`config.mk`:
```
export PLATFORM = sky130hd
export DESIGN_NAME = databus_arbiter
export DESIGN_NICKNAME = d
export VERILOG_FILES = /design/src/rtl/databus_arbiter.sv
export SDC_FILE = /design/constraint.sdc
export NUM_CORES = 1
export LEC_CHECK = 0
export CORE_MARGIN = 2
export CORE_UTILIZATION = 52
export CTS_BUF_LIST = sky130_fd_sc_hd__clkbuf_2
export CTS_CLUSTER_SIZE = 20
export DETAILED_ROUTE_END_ITERATION = 7
export PLACE_DENSITY = 0.92
export SYNTH_ARGS = -nofsm -noshare
export SYNTH_HDL_FRONTEND = slang
export SYNTH_SLANG_ARGS = --single-unit
```
`constraint.sdc`:
```
create_clock -name Clk -period 1.8 [get_ports Clk]
set_clock_uncertainty 0.15 [all_clocks]
set_input_delay 0.18 -clock Clk [delete_from_list [all_inputs] [get_ports Clk]]
set_output_delay 0.18 -clock Clk [all_outputs]
set_load 0.02 [all_outputs]
```
`src/rtl/databus_arbiter.sv`:
```
// Round-robin owner arbiter for the shared DataBus/address bus: one owner at a time,
// a one-cycle turnaround gap between owners, and a hold-time watchdog.
module databus_arbiter #(
    parameter int NUM_REQ  = 4,
    parameter int MAX_HOLD = 16,
    parameter int ID_W     = 2
) (
    input  logic               Clk,
    input  logic               Reset,
    input  logic [NUM_REQ-1:0] Req,
    input  logic [NUM_REQ-1:0] Done,
    output logic [NUM_REQ-1:0] Grant,
    output logic [ID_W-1:0]    GrantId,
    output logic               BusBusy,
    output logic               Timeout
);
    localparam int CNT_W = (MAX_HOLD > 0) ? $clog2(MAX_HOLD + 1) : 1;

    typedef enum logic [1:0] {IDLE, OWN, GAP} state_e;

    state_e             state_q, state_d;
    logic [NUM_REQ-1:0] grant_q, grant_d;
    logic [ID_W-1:0]    gid_q, gid_d;
    logic [ID_W-1:0]    ptr_q, ptr_d;
    logic [CNT_W-1:0]   cnt_q, cnt_d;
    logic               busy_q, busy_d;
    logic               timeout_q, timeout_d;

    logic [ID_W-1:0]    win, win_hi, win_lo, next_ptr;
    logic               found_hi, found_lo, any_req, release_own, watchdog;

    // Round-robin pick: first requester at or above the pointer, else the lowest one (wrap).
    always_comb begin
        win_hi   = '0;
        win_lo   = '0;
        found_hi = 1'b0;
        found_lo = 1'b0;
        for (int j = 0; j < NUM_REQ; j++) begin
            if (Req[j] && !found_hi && (j >= int'(ptr_q))) begin
                found_hi = 1'b1;
                win_hi   = ID_W'(j);
            end
            if (Req[j] && !found_lo) begin
                found_lo = 1'b1;
                win_lo   = ID_W'(j);
            end
        end
        win = found_hi ? win_hi : win_lo;
    end

    assign any_req     = |Req;
    assign release_own = (|(Done & grant_q)) || !(|(Req & grant_q));
    assign watchdog    = (MAX_HOLD > 0) && (cnt_q == CNT_W'(MAX_HOLD));
    assign next_ptr    = (int'(gid_q) == NUM_REQ - 1) ? '0 : gid_q + ID_W'(1);

    always_ff @(posedge Clk or posedge Reset) begin
        if (Reset) begin
            state_q   <= IDLE;
            grant_q   <= '0;
            gid_q     <= '0;
            ptr_q     <= '0;
            cnt_q     <= '0;
            busy_q    <= 1'b0;
            timeout_q <= 1'b0;
        end else begin
            state_q   <= state_d;
            grant_q   <= grant_d;
            gid_q     <= gid_d;
            ptr_q     <= ptr_d;
            cnt_q     <= cnt_d;
            busy_q    <= busy_d;
            timeout_q <= timeout_d;
        end
    end

    always_comb begin
        state_d = state_q;
        case (state_q)
            IDLE, GAP: state_d = any_req ? OWN : IDLE;
            OWN:       if (release_own || watchdog) state_d = GAP;
            default:   state_d = IDLE;
        endcase
    end

    always_comb begin
        grant_d   = grant_q;
        gid_d     = gid_q;
        ptr_d     = ptr_q;
        cnt_d     = cnt_q;
        timeout_d = 1'b0;
        case (state_q)
            IDLE, GAP: begin
                grant_d = '0;
                if (any_req) begin
                    grant_d = NUM_REQ'(1) << win;
                    gid_d   = win;
                    cnt_d   = CNT_W'(1);
                end
            end
            OWN: begin
                // A release on the same edge as the watchdog wins, so no Timeout pulse.
                if (release_own || watchdog) begin
                    grant_d   = '0;
                    ptr_d     = next_ptr;
                    cnt_d     = '0;
                    timeout_d = !release_own;
                end else begin
                    cnt_d = cnt_q + CNT_W'(1);
                end
            end
            default: grant_d = '0;
        endcase
        busy_d = |grant_d;
    end

    assign Grant   = grant_q;
    assign GrantId = gid_q;
    assign BusBusy = busy_q;
    assign Timeout = timeout_q;
endmodule
```
==> run metrics, run 1 <==
CTS clk-pin slew, worst paths between 0.15 and 0.2 ns; routed wl met2 between 800 and 900 µm; Seq/Total Area, Yosys 47.8%; total gr overflow 0; status finished, final reports clean; die width 45.4 µm; critical path cell sequence inv_2 -> ha_1 -> nand4bb_1 -> and3_1 -> buf_4 -> or2_2; Setup Viol. Count Final 0; power per cell area between 1500 and 2000 nW/µm²; pre-CTS WS -0.0936 ns; first-pass GRT wire length 3220 µm; Met1 Wirelength approximately 840 µm; max-slew violations 0; critical path's slowest cell dfrtp_1; num ports 18; Antenna Nets Post-Route 0; Inst Count DP 120; Period minus WS final 1.71 ns; peak supply drop around 0.0012 V; final core occ 75.6%; H-tree levels 1; top cells by area, synth dfrtp_1 48%, mux2_2 5.1%, a32o_1 4.5%, ha_1 4.2%, nor2_1 3.0%; startpoint types register; P&R area growth vs syn 32.5%; Cells after Synth between 70 and 80; vias in the first global route slightly above 700; ANT cells 0; post-synthesis mux area share just over 5%; CTS root buf clkbuf_2; clock sinks 17; register bit total from synthesis 17; post-synthesis compound-gate area fraction between 20 and 30%; share of layout cells above drive strength 1 ~28%; fin worst setup slack approximately 0.092 ns; most frequent cells in the layout 17 x dfrtp_1, 17 x clkdlybuf4s50_1, 12 x buf_4; DPL Wire Length 1500 µm; Post-Route WL ~1900 µm; Post-Synth Adder-Cell Area 4.22%; via-per-instance ratio slightly below 6; FP Rows 14; residual DRC count 0; Clock Latency Late Sink just under 0.3 ns; worst-margin pin slew 0.618 ns; fill cell count 96; Distinct cells, synth 31; die area just over 2000 µm²; WHS 0.0790 ns; Worst EP required 1.85 ns; Avg WL per Cell 15.0 µm; Mapped Area just under 900 µm²; Max Root-Sink Buffers 2; non-filler cells, final 124; Setup CP Type register to register; hold crit path type input pin to asynchronous set/reset pin; initial antenna violation count 0; total CTS buffers 3; period utilisation layout between 90% and 100%; number of synthesis warnings 0; post-synth top area share ~48%; gpl congestion ~0.88; arrival time worst endpoint about 1.8 ns; largest net degree at the start of global routing 18; Pwr Total ~1800 µW; FMAX about 600 MHz; Post-Synth XOR/XNOR Area about 2.0%; Worst path max stage delay ~0.42 ns; largest family of logic cells by synthesized area compound AO/OA/AOI/OAI gates; syn_area_per_cell 11.7 µm²; WL met3 a little under 90 µm; initial core utilization 57.1%; TritonCTS clock tree built; P_leak 0.000547 µW; Yosys top cell by area dfrtp_1; RSZ-0062 raised after global routing false; Total GRT Usage 22.1%; Top Metal Used met4; Mapped Nets between 80 and 90; drt first-iter violations 35; Crit path max-delay family simple AND/OR/NAND/NOR gates; DR pass1 iterations 4; Final Hold Vio Count 0; post-CTS setup buffers 0; # nets final 122; Max transition margin between 50% and 60%; core footprint 1560 µm²; crit path max fanout 6; Vias about 730; max-cap violations 0; Setup crit end kind register; Simple-Gate Fraction of Synth Area about 12%; Buf/Inv on CP 2; DIE HEIGHT 45.4 µm; Port Buffers 17; CTS Hold Bufs 0
[state kept, by name (all words and copies together) (netlist names)]
signal / cells
Grant: 4
state_q: 2
ptr_q: 2
cnt_q: 5
BusBusy: 1
Timeout: 1
GrantId: 2
[report_power, final]
group | switching [µW] | total, µW | internal, µW | leakage, µW
logic | 447 | 949 | 501 | 0.000311
clock network | 121 | 179 | 58.9 | 0.0000166
registers | 128 | 644 | 517 | 0.000219
total | 695 | 1770 | 1080 | 0.000547
[routing by layer]
metal | track usage [%] | vias to the layer above
met4 | 8.82 | 0
met2 | 37.1 | 26
met1 | 28.9 | 352
met3 | 2.40 | 4
li1 | - | 352
met5 | 0 | -
[final timing paths]
kind | start | end | slack, ns | depth (start not counted)
setup / recovery | cnt_q[0] | state_q[0] | 0.09 | 6
hold / removal | Reset | state_q[1] | 0.08 | 2
setup reg to reg | cnt_q[0] | state_q[0] | 0.09 | 6
hold reg to reg | GrantId[1] | GrantId[1] | 0.43 | 1
max in group asynchronous | Reset | cnt_q[4] | 1.02 | 2
min in group Clk | GrantId[1] | GrantId[1] | 0.43 | 1
[layout make-up]
cell class | count | area, µm² | share of cell area (%)
multi-input combinational | 54 | 438 | 37.2
sequential | 17 | 425 | 36.1
timing repair buffer | 29 | 260 | 22.1
clock buffer | 4 | 20.0 | 1.70
tap | 16 | 20.0 | 1.70
inverter | 4 | 15.0 | 1.27
[cell usage after synthesis]
cell and n:
a21o_1 2, a221oi_1 1, a32o_1 4, a21bo_2 1
ha_1 3, nand2b_1 1, xnor2_1 2, o211ai_1 2
a211oi_2 1, a21boi_2 1, and3_1 1, o21ai_0 2
mux2_2 4, nand4bb_1 1, a22o_2 2, a221o_1 1
buf_6 1, o2bb2ai_1 1, nor2_1 7, a22oi_1 2
a22o_4 1, a22o_1 2, o211a_1 1, inv_1 4
dfrtp_1 17, and3b_1 1, nor2b_1 3, nand3_1 2
nand2_1 2, a21oi_2 1, or2_2 2
[metrics by stage]
step,instance area (µm²),TNS [ns]
after floorplan,890,0
after global placement,1160,-0.0629
after detailed placement,1160,-0.695
after CTS,1180,0
after global routing,1180,0
final,1180,0
[repair_timing]
item                       4_1_cts  5_1_grt
setup endpoints to repair        0        2
hold endpoints to repair         0        0
gates resized for setup          0        1
[kinds of logic (layout without fill, tap and decap cells)]
group,Yosys count,in the layout
buffers and inverters,5,37
AOI/OAI and AO/OA,25,25
DFF,17,17
adders and majority gates,3,3
xor gates and xnor gates,2,2
and+or+nand+nor,20,20
muxes,4,4
Note: power is estimated with default switching activity, not from simulation.
==> run 2: changes to the inputs <==
--- a/config.mk
+++ b/config.mk
@@ -10,7 +10,7 @@
 export CTS_BUF_LIST = sky130_fd_sc_hd__clkbuf_2
 export CTS_CLUSTER_SIZE = 20
 export DETAILED_ROUTE_END_ITERATION = 7
-export PLACE_DENSITY = 0.92
+export PLACE_DENSITY = 0.81
 export SYNTH_ARGS = -nofsm -noshare
 export SYNTH_HDL_FRONTEND = slang
 export SYNTH_SLANG_ARGS = --single-unit
==> run metrics, run 2 (synthesis gave the netlist of run 1 again) <==
final core occ 76.4% (+0.80 points); num ports 18 (unchanged); via-per-instance ratio 6.13 (+3.5%); RSZ-0062 raised after global routing true; FMAX 575 MHz (-1.9%); share of layout cells above drive strength 1 28.7% (+0.93 points); met3 usage 4.00% (+1.6 points); power per cell area 1530 nW/µm² (+1.5%); # nets final 122 (unchanged); Antenna Nets Post-Route 0 (unchanged); ANT cells 0 (unchanged); part of the power in registers 35.3% (-1.1 points); Max transition margin 58.6% (-0.17 points); Setup crit end kind register; Post-Route WL 1980 µm (+6.7%); vias in the first global route 714 (-0.14%); DPL Wire Length 1540 µm (+2.6%); met2 Usage GRT 37.1% (unchanged); R2R Path End BusBusy; switching part of the total 40.3% (+1.1 points); drt first-iter violations 29 (-17%); Max Root-Sink Buffers 2 (unchanged); setup slack, reg-to-reg 0.06 ns (-0.03 ns); Finished Cell Area 1190 µm² (+1.1%); total gr overflow 0 (unchanged); largest net degree at the start of global routing 18 (unchanged); Vias 760 (+3.5%); worst-margin pin slew 0.620 ns (+0.00258 ns); TritonCTS clock tree built; Int Pwr 1090 µW (+0.74%); hold crit path type input pin to asynchronous set/reset pin; clock sinks 17 (unchanged); GRT busiest layer met2; Port Buffers 17 (unchanged); die area 2060 µm² (unchanged); DIE HEIGHT 45.4 µm (unchanged); max-slew violations 0 (unchanged); Switch Pwr 733 µW (+5.5%); P&R area growth vs syn 33.9%; H-tree levels 1 (unchanged); Setup CP Type register to register; total CTS buffers 3 (unchanged); most frequent cells in the layout 17 x dfrtp_1, 17 x clkdlybuf4s50_1, 12 x buf_4; crit path max fanout 6 (unchanged); Top reg by flops cnt_q; initial core utilization 57.1% (unchanged); DR pass1 iterations 4 (unchanged); Period minus WS final 1.74 ns (+0.0323 ns); CTS root buf clkbuf_2; peak supply drop 0.00109 V (-6.4%); first-pass GRT wire length 3120 µm (-3.2%); Total GRT Usage 21.8% (-0.26 points); Final Hold Vio Count 0 (unchanged); die width 45.4 µm (unchanged); CTS clk-pin slew, worst paths 0.17 ns (about the same); Avg WL per Cell 16.0 µm (+6.7%); power share of the clock group 9.7% (-0.4 points); period utilisation layout 96.7% (+1.8 points); dpl cell area 1160 µm² (unchanged); FP Rows 14 (unchanged); max-cap violations 0 (unchanged); initial antenna violation count 0 (unchanged); status finished, final reports clean; core footprint 1560 µm² (unchanged); Setup Viol. Count Final 0 (unchanged); arrival time worst endpoint 1.80 ns (+0.05 ns); startpoint types register; Comb pwr share 55.0% (+1.5 points); R2R depth 5 (-1); Clock Latency Late Sink 0.30 ns (about the same); gpl congestion 0.772 (-12%); max reg flops 5 (unchanged); P_leak 0.000545 µW (-0.35%); Reg-to-Reg Start Grant[1]; residual DRC count 0 (unchanged); Worst EP required 1.86 ns (about the same); met1 usage in global routing 27.8% (-1.1 points)
[run 2: changes by cell type in the layout (fill, tap and decap cells not counted), sizes merged]
| cell | previous run | this run |
|---|---|---|
| clkinv | 0 | 1 |
| clkbuf | 4 | 3 |
[run 2: worst max-delay path, stage by stage, from the launching register on]
cell and delay (ns):
dfrtp_1 0.45, a22oi_1 0.29, a211oi_4 0.13, and3_4 0.19, buf_4 0.15, or2_2 0.29
[run 2: metrics by stage]
stage	hold slack, ns	std cells	power [µW]	setup WS, ns	setup TNS, ns
after floorplan	-0.0439	76	1210	0.142	0
after global placement	0.388	120	1560	-0.0782	-0.582
after detailed placement	0.395	120	1600	-0.138	-0.958
after CTS	0.110	124	1780	0.0356	0
after global routing	0.156	124	1920	-0.00824	-0.00824
final	0.0775	124	1820	0.0599	0
[run 2: final cells by class]
cell class | count | area (µm²)
multi-input cells | 54 | 450
flip-flops and latches | 17 | 425
fillers | 104 | 368
repair buffers | 29 | 260
well taps | 16 | 20.0
clock buffers | 3 | 15.0
inverters | 4 | 15.0
clock inverters | 1 | 5.00
[run 2: repair_timing]
item | CTS | global route
setup buffers | 0 | 0
resized for setup | 0 | 3
setup endpoints to repair | 0 | 10
hold buffers | 0 | 0
[run 2: worst max-delay path by stage]
stage	slack, ns	start	endpoint	depth (start not counted)
2_1_floorplan	0.14	Grant[1]	cnt_q[4]	5
3_3_place_gp	-0.08	Req[3]	cnt_q[0]	6
3_5_place_dp	-0.14	Req[1]	BusBusy	6
4_1_cts	0.04	Grant[1]	cnt_q[0]	5
5_1_grt	-0.008	cnt_q[0]	BusBusy	6
6_report	0.06	Grant[1]	BusBusy	5
[run 2: routing by layer]
layer  vias to the layer above  share of wire, %
li1                        346                 -
met1                       369                43
met2                        43                48
met3                         2               8.4
met4                         0              0.61
met5                         -                 0
[run 2: power by group through the flow]
stage                     sequential [µW]  clock (µW)  combinational, µW
after floorplan                       710           0                499
final                                 642         177                999
after detailed placement              643           0                957
after global routing                  662         190               1070
after CTS                             638         176                964
after global placement                638           0                921
==> run 3: changes to the inputs <==
--- a/config.mk
+++ b/config.mk
@@ -11,6 +11,7 @@
 export CTS_CLUSTER_SIZE = 20
 export DETAILED_ROUTE_END_ITERATION = 7
 export PLACE_DENSITY = 0.81
+export SKIP_CTS_REPAIR_TIMING = 1
 export SYNTH_ARGS = -nofsm -noshare
 export SYNTH_HDL_FRONTEND = slang
 export SYNTH_SLANG_ARGS = --single-unit
==> results of run 3 <==
No change in the layout: final DEF, timing and power equal those of run 2.
